File: src/rtl/i2s_dma_pkg.sv
// i2s_dma_pkg: FSM state encoding and idle-flush timeout shared by the I2S DMA controller files.
package i2s_dma_pkg;
  typedef enum logic [1:0] {IDLE, WAIT, LOAD, WRITE} state_t;
  localparam logic [15:0] FLUSH_TIMEOUT = 16'hFFFF;
endpackage

File: src/rtl/i2s_dma_ctrl_if.sv
// i2s_dma_ctrl_if: FIFO read port and memory write handshake between the DMA (master) and the system (slave).
interface i2s_dma_ctrl_if #(
  parameter int AW = 4,
  parameter int MAW = 16
);
  logic [AW-1:0]  fifo_level;
  logic           fifo_empty;
  logic [31:0]    fifo_rdata;
  logic           fifo_rd;
  logic           mem_req;
  logic [MAW-1:0] mem_addr;
  logic [31:0]    mem_wdata;
  logic           mem_ack;
  modport master(input fifo_level, fifo_empty, fifo_rdata, mem_ack, output fifo_rd, mem_req, mem_addr, mem_wdata);
  modport slave(output fifo_level, fifo_empty, fifo_rdata, mem_ack, input fifo_rd, mem_req, mem_addr, mem_wdata);
endinterface

File: src/rtl/i2s_dma_addr_gen.sv
// i2s_dma_addr_gen: buffer pointer and per-pass word count with half-buffer and wrap pulses.
module i2s_dma_addr_gen
  import i2s_dma_pkg::*;
#(
  parameter int MAW = 16
) (
  input  logic           clk,
  input  logic           rst,
  input  logic           init,
  input  logic           ack,
  input  logic [MAW-1:0] base,
  input  logic [MAW-1:0] len,
  input  logic           circ,
  output logic [MAW-1:0] addr,
  output logic [MAW-1:0] cnt,
  output logic [MAW-1:0] rem,
  output logic           half,
  output logic           wrap,
  output logic           fin
);
  logic [MAW-1:0] base_q, len_q, nxt;
  logic           circ_q, last, reload;
  assign nxt    = cnt + MAW'(1);
  assign last   = nxt == len_q;
  assign reload = last && circ_q;
  assign rem    = len_q - cnt;
  assign fin    = last && !circ_q;
  always_ff @(posedge clk or posedge rst) begin
    if (rst) begin
      base_q <= '0;
      len_q  <= '0;
      circ_q <= 1'b0;
      addr   <= '0;
      cnt    <= '0;
      half   <= 1'b0;
      wrap   <= 1'b0;
    end else begin
      half <= ack && nxt == (len_q >> 1);
      wrap <= ack && reload;
      if (init) begin
        base_q <= base;
        len_q  <= len;
        circ_q <= circ;
        addr   <= base;
        cnt    <= '0;
      end else if (ack) begin
        addr <= reload ? base_q : addr + MAW'(1);
        cnt  <= reload ? '0 : nxt;
      end
    end
  end
endmodule

File: src/rtl/i2s_dma_ctrl.sv
// i2s_dma_ctrl: drains an I2S FIFO into a linear or circular memory buffer in bursts.
// Define I2S_DMA_CTRL_FLUSH_EN to flush a partial burst after a long idle wait.
module i2s_dma_ctrl
  import i2s_dma_pkg::*;
#(
  parameter int AW = 4,
  parameter int MAW = 16
) (
  input  logic           clk,
  input  logic           rst,
  input  logic           start,
  input  logic           stop,
  input  logic           circular,
  input  logic [MAW-1:0] base_addr,
  input  logic [MAW-1:0] buf_len,
  input  logic [AW-1:0]  burst_len,
  i2s_dma_ctrl_if.master bus,
  output logic           busy,
  output logic           done,
  output logic           half,
  output logic           wrap,
  output logic [MAW-1:0] words_cnt
);
  state_t         state;
  logic [AW-1:0]  bcnt, eff, blen;
  logic [MAW-1:0] rem;
  logic [31:0]    wdata;
  logic           fin, stop_q, init, ack, trig, flush;
  assign eff          = burst_len == '0 ? AW'(1) : burst_len;
  assign blen         = rem < MAW'(eff) ? AW'(rem) : eff;
  assign trig         = bus.fifo_level >= eff || MAW'(bus.fifo_level) >= rem;
  assign init         = state == IDLE && start && buf_len != '0;
  assign ack          = state == WRITE && bus.mem_ack;
  assign bus.fifo_rd  = state == LOAD && !bus.fifo_empty && !stop;
  assign bus.mem_req  = state == WRITE;
  assign bus.mem_wdata = wdata;
  assign busy         = state != IDLE;
`ifdef I2S_DMA_CTRL_FLUSH_EN
  logic [15:0] idle;
  assign flush = idle == FLUSH_TIMEOUT;
  always_ff @(posedge clk or posedge rst) begin
    if (rst) idle <= '0;
    else idle <= state == WAIT && !bus.fifo_empty && !trig && !flush && !stop ? idle + 16'd1 : '0;
  end
`else
  assign flush = 1'b0;
`endif
  i2s_dma_addr_gen #(.MAW(MAW)) u_addr (
    .clk (clk),
    .rst (rst),
    .init(init),
    .ack (ack),
    .base(base_addr),
    .len (buf_len),
    .circ(circular),
    .addr(bus.mem_addr),
    .cnt (words_cnt),
    .rem (rem),
    .half(half),
    .wrap(wrap),
    .fin (fin)
  );
  // A stop seen during WRITE is remembered so the handshake can finish first.
  always_ff @(posedge clk or posedge rst) begin
    if (rst) begin
      state  <= IDLE;
      bcnt   <= '0;
      wdata  <= '0;
      done   <= 1'b0;
      stop_q <= 1'b0;
    end else begin
      done <= 1'b0;
      case (state)
        IDLE: if (init) begin
          state  <= WAIT;
          stop_q <= 1'b0;
        end
        WAIT: if (stop) state <= IDLE;
        else if (trig || flush) begin
          state <= LOAD;
          bcnt  <= trig ? blen : bus.fifo_level;
        end
        LOAD: if (stop) state <= IDLE;
        else if (!bus.fifo_empty) begin
          wdata <= bus.fifo_rdata;
          state <= WRITE;
        end
        WRITE: begin
          stop_q <= stop_q | stop;
          if (bus.mem_ack) begin
            bcnt  <= bcnt - AW'(1);
            done  <= fin;
            state <= fin || stop || stop_q ? IDLE : bcnt != AW'(1) ? LOAD : WAIT;
          end
        end
        default: state <= IDLE;
      endcase
    end
  end
endmodule

File: src/flat_wrapper.sv
// flat-port wrapper written by rule: the top's interface ports become plain ports
module i2s_dma_ctrl_flat import i2s_dma_pkg::*;
#(
  parameter int AW = 4,
  parameter int MAW = 16
)
  (clk, rst, start, stop, circular, base_addr, buf_len, burst_len, busy, done, half, wrap, words_cnt, bus_fifo_level, bus_fifo_empty, bus_fifo_rdata, bus_mem_ack, bus_fifo_rd, bus_mem_req, bus_mem_addr, bus_mem_wdata);
  i2s_dma_ctrl_if #(.AW(AW), .MAW(MAW)) bus_i ();
  input  logic clk;
  input  logic rst;
  input  logic start;
  input  logic stop;
  input  logic circular;
  input  logic [MAW-1:0] base_addr;
  input  logic [MAW-1:0] buf_len;
  input  logic [AW-1:0] burst_len;
  output logic busy;
  output logic done;
  output logic half;
  output logic wrap;
  output logic [MAW-1:0] words_cnt;
  input wire logic [$bits(bus_i.fifo_level)-1:0] bus_fifo_level;
  input wire logic [$bits(bus_i.fifo_empty)-1:0] bus_fifo_empty;
  input wire logic [$bits(bus_i.fifo_rdata)-1:0] bus_fifo_rdata;
  input wire logic [$bits(bus_i.mem_ack)-1:0] bus_mem_ack;
  output wire logic [$bits(bus_i.fifo_rd)-1:0] bus_fifo_rd;
  output wire logic [$bits(bus_i.mem_req)-1:0] bus_mem_req;
  output wire logic [$bits(bus_i.mem_addr)-1:0] bus_mem_addr;
  output wire logic [$bits(bus_i.mem_wdata)-1:0] bus_mem_wdata;
  assign bus_i.fifo_level = bus_fifo_level;
  assign bus_i.fifo_empty = bus_fifo_empty;
  assign bus_i.fifo_rdata = bus_fifo_rdata;
  assign bus_i.mem_ack = bus_mem_ack;
  assign bus_fifo_rd = bus_i.fifo_rd;
  assign bus_mem_req = bus_i.mem_req;
  assign bus_mem_addr = bus_i.mem_addr;
  assign bus_mem_wdata = bus_i.mem_wdata;
  i2s_dma_ctrl #(.AW(AW), .MAW(MAW)) u_core (.clk(clk), .rst(rst), .start(start), .stop(stop), .circular(circular), .base_addr(base_addr), .buf_len(buf_len), .burst_len(burst_len), .bus(bus_i), .busy(busy), .done(done), .half(half), .wrap(wrap), .words_cnt(words_cnt));
endmodule
File: config.mk
export PLATFORM = sky130hd
export DESIGN_NAME = i2s_dma_ctrl_flat
export DESIGN_NICKNAME = d
export VERILOG_FILES = /design/src/rtl/i2s_dma_pkg.sv /design/src/rtl/i2s_dma_ctrl_if.sv /design/src/rtl/i2s_dma_addr_gen.sv /design/src/rtl/i2s_dma_ctrl.sv /design/src/flat_wrapper.sv
export SDC_FILE = /design/constraint.sdc
export NUM_CORES = 1
export LEC_CHECK = 0
export BUFFER_PORTS_ARGS = -buffer_cell sky130_fd_sc_hd__buf_2
export CAP_MARGIN = 15
export CORE_MARGIN = 4
export CORE_UTILIZATION = 45
export DETAILED_ROUTE_END_ITERATION = 8
export PLACE_DENSITY_LB_ADDON = 0.25
export SETUP_SLACK_MARGIN = 0.02
export SYNTH_ARGS = -nofsm -noshare
export SYNTH_HDL_FRONTEND = slang
export SYNTH_SLANG_ARGS = --single-unit
export TNS_END_PERCENT = 5
File: constraint.sdc
create_clock -name clk -period 3.8 [get_ports clk]
set_input_delay 0.57 -clock clk [delete_from_list [all_inputs] [get_ports clk]]
set_output_delay 0.57 -clock clk [all_outputs]
set_load 0.05 [all_outputs]
==> results of run 1 <==
-- report_power, final --
group	internal (uW)	switching (uW)
Combinational	1320	2460
Sequential	1600	427
Clock	520	433
Total	3440	3320
-- per-layer routing --
layer	track usage, %	vias up	wire, um
met1	29.9	2900	8700
li1	-	3024	-
met3	2.87	16	958
met2	35.4	187	8970
met5	0	-	0
met4	5.02	0	200
-- stage by stage --
stage,hold WS (ns),area (sq um),power (uW),instances,util [%]
finish,0.395,8180,6760,1107,55.5
global route,0.435,8180,7250,1107,55.5
CTS,0.431,8180,6760,1107,55.4
detailed placement,0.456,7870,5790,1091,53.4
global placement,0.452,7870,5750,1091,53.4
floorplan,0.434,6860,4830,770,-
-- registers in the layout, indices dropped and copies added, names as in the netlist --
signal,count
u_core.u_addr.half,1
u_core.u_addr.wrap,1
u_core.u_addr.base_q,16
u_core.done,1
u_core.u_addr.cnt,16
u_core.u_addr.len_q,16
u_core.stop_q,1
u_core.u_addr.circ_q,1
u_core.state,2
u_core.bus.mem_wdata,32
u_core.u_addr.addr,16
u_core.bcnt,4
-- layout make-up --
cell class              instances  area, sq um  area share, %
clock inverters                 6         75.1          0.917
clock buffers                  10          229           2.80
multi-input cells             583         3840           47.0
flip-flops and latches        107         2680           32.7
inverters                      39          149           1.82
well taps                     184          230           2.81
repair buffers                178          978           12.0
-- worst max-delay path: stages, from the launching register on --
cell,delay (ns)
dfrtp_1,0.38
inv_1,0.13
ha_1,0.30
a21o_1,0.25
a2111oi_0,0.76
o31ai_1,0.20
xor2_1,0.18
a211oi_1,0.37
a31o_2,0.26
a31o_2,0.24
o21ai_0,0.10
a32o_1,0.21
-- cell usage in the layout, fill, tap and decap left out, types with 9 or more instances in the layout --
master     count
nand3_1       24
o211ai_1      10
ha_1          31
buf_4         29
xnor2_1       32
xor2_1        15
clkbuf_16      9
a21o_1         9
nor3_1        19
a31oi_1       13
and3_1        11
mux2_2        33
nand4_1       11
dfrtp_1      107
nand2_1      134
buf_2        148
nor2_1        40
mux2i_1       10
o21ai_0       39
o22ai_1       12
inv_1         38
a21oi_1       41
-- path summary, 6_finish.rpt --
check                                     start                       to  slack [ns]  depth (start not counted)
max in group asynchronous                   rst    u_core.u_addr.cnt[11]        2.68                          3
max reg2reg                u_core.u_addr.cnt[4]           u_core.bcnt[3]        0.30                         11
max                        u_core.u_addr.cnt[4]           u_core.bcnt[3]        0.30                         11
min in group clk                    buf_len[11]  u_core.u_addr.len_q[11]        0.44                          3
min                                         rst  u_core.bus.mem_wdata[6]        0.40                          2
min reg2reg                u_core.u_addr.circ_q              u_core.done        0.47                          1
-- cells by family (layout without fill, tap and decap cells) --
| kind of cell | Yosys count | count (layout) |
|---|---|---|
| xor gates and xnor gates | 51 | 51 |
| adders and majority gates | 32 | 32 |
| and+or+nand+nor | 280 | 280 |
| buffers and inverters | 80 | 233 |
| muxes | 43 | 43 |
| AOI/OAI and AO/OA | 177 | 177 |
| DFF | 107 | 107 |
-- what timing repair did --
item,CTS,global route
gates resized for setup,0,1
endpoints found under the setup margin,0,2
endpoints found under the hold margin,0,0
==> flow_summary.ini, run 1 <==
[route]
drc = 0
drt_wl_total_um = 18800
drt-vias-per-instance = 5.53
drt_first_pass_iters = 5
antenna_violating_nets_remaining = 0
detailroute.via_count = 6127
wire_per_inst_um = 17.0
drt-initial-drc-count = 402

[global_route]
wire_length_of_the_first_global_routing_pass_um = 30700
global_route.overflow_total = 0
largest_net_degree_at_the_start_of_global_routing = 69
first_global_vias = 5976
grt_util_all_layers_pct = 21.3
number_of_antenna_violations_at_the_first_check_in_global_routing = 0

[placed_design]
finalWeightedCongestion = 0.968
pre_cts_slack_ns = 0.317
io_buffer_count = 148
detailed_place_hpwl_um = 14500

[worst_hold_path]
holdCritPathClass = in -> async

[logic_synthesis]
synthesis.nets = 881
share_of_synthesized_registers_carrying_an_async_set_or_reset_pct = 100
synth_simple_gate_area_share_pct = 19.4
ys_seq_elements = 107
count_of_unique_library_cells_instantiated_by_yosys = 71
synthXorXnorAreaFrac_pct = 7.23
synthMuxAreaShare_pct = 6.88
mappedNetlistArea_sq_um = 6860
synthAdderAreaFrac_pct = 5.95
synth_largest_area_cell = dfrtp_1
synth.most_common_cell = nand2_1
yosys_warnings = 0
synth-edff-count = 0
netlist.area_leader.share_pct = 39.1
synthesis.instances = 770
ys.flop_type = dfrtp_1
largest_family_of_logic_cells_by_synthesized_area = simple AND/OR/NAND/NOR gates
synth_area_leaders = dfrtp_1, nand2_1, ha_1
synth_compound_gate_area_share_pct = 16.6
avgSynthCellArea_sq_um = 8.90
synth.cells.most_frequent = nand2_1, dfrtp_1, a21oi_1, nor2_1
synth-seq-area-share_pct = 39.1

[floorplan]
die_height_um = 131
start_util_pct = 46.5
die_area_sq_um = 17300
io-pin-count = 149
fp-row-count = 44
die_x_um = 131
floorplan.core_area_sq_um = 14800

[cells_and_area]
num-nets-final = 1029
drive_above_1_share_pct = 26.2
area_growth_syn_to_layout_pct = 19.4
n_fill_cell = 1411
diodes = 0

[worst_setup_path]
end_kind = flop
worst-setup-path-type = reg -> reg
critical_path_arrival_ns = 3.73
required_ns = 4.03
path_max_fanout = 8
cp-start-kind = flop

[sta]
finalWorstSetupSlack_ns = 0.299
max_freq_mhz = 286
finClkSkew_ns = 0.00833
slew_headroom_pct = 26.6
grt_setup_unrepaired = yes
setup_violations = 0
hold_viol = 0
crit_share_post_route_pct = 92.1
period_needed_ns = 3.50
tightest_slew_ns = 1.10
finalMaxSlewViolations = 0
timing.setup.tns_ns = 0

[pwr]
max-vdd-ir-drop_mv = 0.522
power_per_cell_area_nw_per_um2 = 827
leakage_power_of_the_design_uw = 0.00393

[clock_tree]
clk_latency_ns = 0.34
worst_setup_hold_path_clk_slew_ns = 0.07
cts_tree = built
cts_hold_buffers = 0
postCtsSetupRepairBufs = 0
max-clock-path-buffers = 2
h-tree-depth = 3
cts_sink_count = 107
root_buffer = clkbuf_16
tritoncts.num_buffers = 9

[job]
maxCapViolCount = 0

[status]
outcome = completed
Note: power is estimated with default switching activity, not from simulation.
==> run 2, diff against run 1 <==
Settings changed: CELL_PAD_IN_SITES_DETAIL_PLACEMENT set to 0, CELL_PAD_IN_SITES_GLOBAL_PLACEMENT set to 1, CORE_UTILIZATION 45 to 41.
==> run 2 against run 1 <==
  * Worst setup slack lost 0.042 ns
  * Via count shrank 0.64%
  * Critical path type unchanged
  * Sequential power is essentially flat
  * Cell area is essentially flat
  * Global-route usage shrank 0.42 points
==> flow_summary.ini, run 2 (synthesized netlist as in run 1, its figures left out) <==
[status]
outcome = completed

[sta]
finalWorstSetupSlack_ns = 0.257
finalMaxSlewViolations = 0
tightest_slew_ns = 1.10
setup_violations = 0
grt_setup_unrepaired = no
slew_headroom_pct = 26.3
crit_share_post_route_pct = 93.2
max_freq_mhz = 282
period_needed_ns = 3.54
finClkSkew_ns = 0.00746
hold_viol = 0
timing.setup.tns_ns = 0

[clock_tree]
ctsResizeCount = 0
clk_latency_ns = 0.36
cts_hold_buffers = 0
h-tree-depth = 3
root_buffer = clkbuf_16
cts_sink_count = 107
postCtsSetupRepairBufs = 0
tritoncts.num_buffers = 9
cts_tree = built
worst_setup_hold_path_clk_slew_ns = 0.08
max-clock-path-buffers = 2

[cells_and_area]
n_fill_cell = 1627
layout_common_cells = buf_2, nand2_1, dfrtp_1
largest_register_ffs = 32
drive_above_1_share_pct = 26.1
num-nets-final = 1026
most_frequent_standard_cell_in_the_layout_excluding_fill_and_tap_cells = buf_2
area_growth_syn_to_layout_pct = 19.3

[worst_setup_path]
cp-start-kind = flop
critical_path_arrival_ns = 3.79
path_max_fanout = 8
reg2reg_setup_slack_ns = 0.26
required_ns = 4.05
end_kind = flop
worst-setup-path-type = reg -> reg

[route]
wire_per_inst_um = 17.1
detailroute.via_count = 6088
drt_first_pass_iters = 4
drt-initial-drc-count = 241
drc = 0
drt-vias-per-instance = 5.34
antenna_violating_nets_remaining = 0
drt_wl_total_um = 19500

[floorplan]
floorplan.core_area_sq_um = 16500
die_x_um = 137
start_util_pct = 41.6
fp-row-count = 47
die_area_sq_um = 18900
die_height_um = 137
io-pin-count = 149

[global_route]
wire_length_of_the_first_global_routing_pass_um = 30900
number_of_antenna_violations_at_the_first_check_in_global_routing = 4
grt_util_all_layers_pct = 20.9
global_route.overflow_total = 0
largest_net_degree_at_the_start_of_global_routing = 71
first_global_vias = 5902

[placed_design]
pre_cts_slack_ns = 0.339
finalWeightedCongestion = 0.876
detailed_place_hpwl_um = 14600
io_buffer_count = 148

[pwr]
max-vdd-ir-drop_mv = 0.433
power_per_cell_area_nw_per_um2 = 822
leakage_power_of_the_design_uw = 0.00390

[job]
maxCapViolCount = 0

[worst_hold_path]
holdCritPathClass = in -> async
run 2: worst paths after layout:
kind | from | end | cells after the start
setup reg to reg | u_core.u_addr.cnt[4] | u_core.bcnt[3] | 11
hold reg to reg | u_core.u_addr.base_q[4] | u_core.u_addr.base_q[4] | 2
setup / recovery | u_core.u_addr.cnt[4] | u_core.bcnt[3] | 11
min in group clk | base_addr[3] | u_core.u_addr.base_q[3] | 3
hold / removal | rst | u_core.u_addr.base_q[1] | 2
max in group asynchronous | rst | u_core.u_addr.base_q[10] | 3
run 2: cell type report:
type,instances,area (sq um),area share [%]
inverters,39,149,1.82
clock buffers,9,225,2.75
repair buffers,175,943,11.5
well taps,220,275,3.36
clock inverters,7,68.8,0.841
diodes,1,2.50,0.0306
multi-input cells,583,3840,46.9
flip-flops and latches,107,2680,32.7
run 2: through the flow:
stage	hold WS, ns	power (uW)	instance area [sq um]	cells	utilization, %
floorplan	0.434	4830	6860	770	-
global placement	0.451	5780	7890	1124	47.9
detailed placement	0.451	5810	7890	1124	47.9
CTS	0.405	6770	8180	1140	49.7
global route	0.424	7230	8180	1141	49.7
finish	0.394	6730	8180	1141	49.7
run 2: worst max-delay path, cell delays in order (launching register included):
cell,delay [ns]
dfrtp_1,0.38
inv_1,0.13
ha_1,0.31
a21o_1,0.25
a2111oi_0,0.80
o31ai_1,0.20
xor2_1,0.18
a211oi_1,0.35
a31o_2,0.26
a31o_2,0.25
o21ai_0,0.11
a32o_1,0.21
run 2: power breakdown:
group | internal [uW] | total, uW | switching [uW]
combinational | 1310 | 3760 | 2450
clock | 462 | 943 | 481
sequential | 1590 | 2030 | 432
run 2: metal layers:
metal  GRT usage [%]  routed length (um)  share of wire (%)
met1            29.0                8860                 45
met2            34.1                9400                 48
met3            3.69                 962                4.9
met4            5.04                 249                1.3
met5               0                  34               0.17
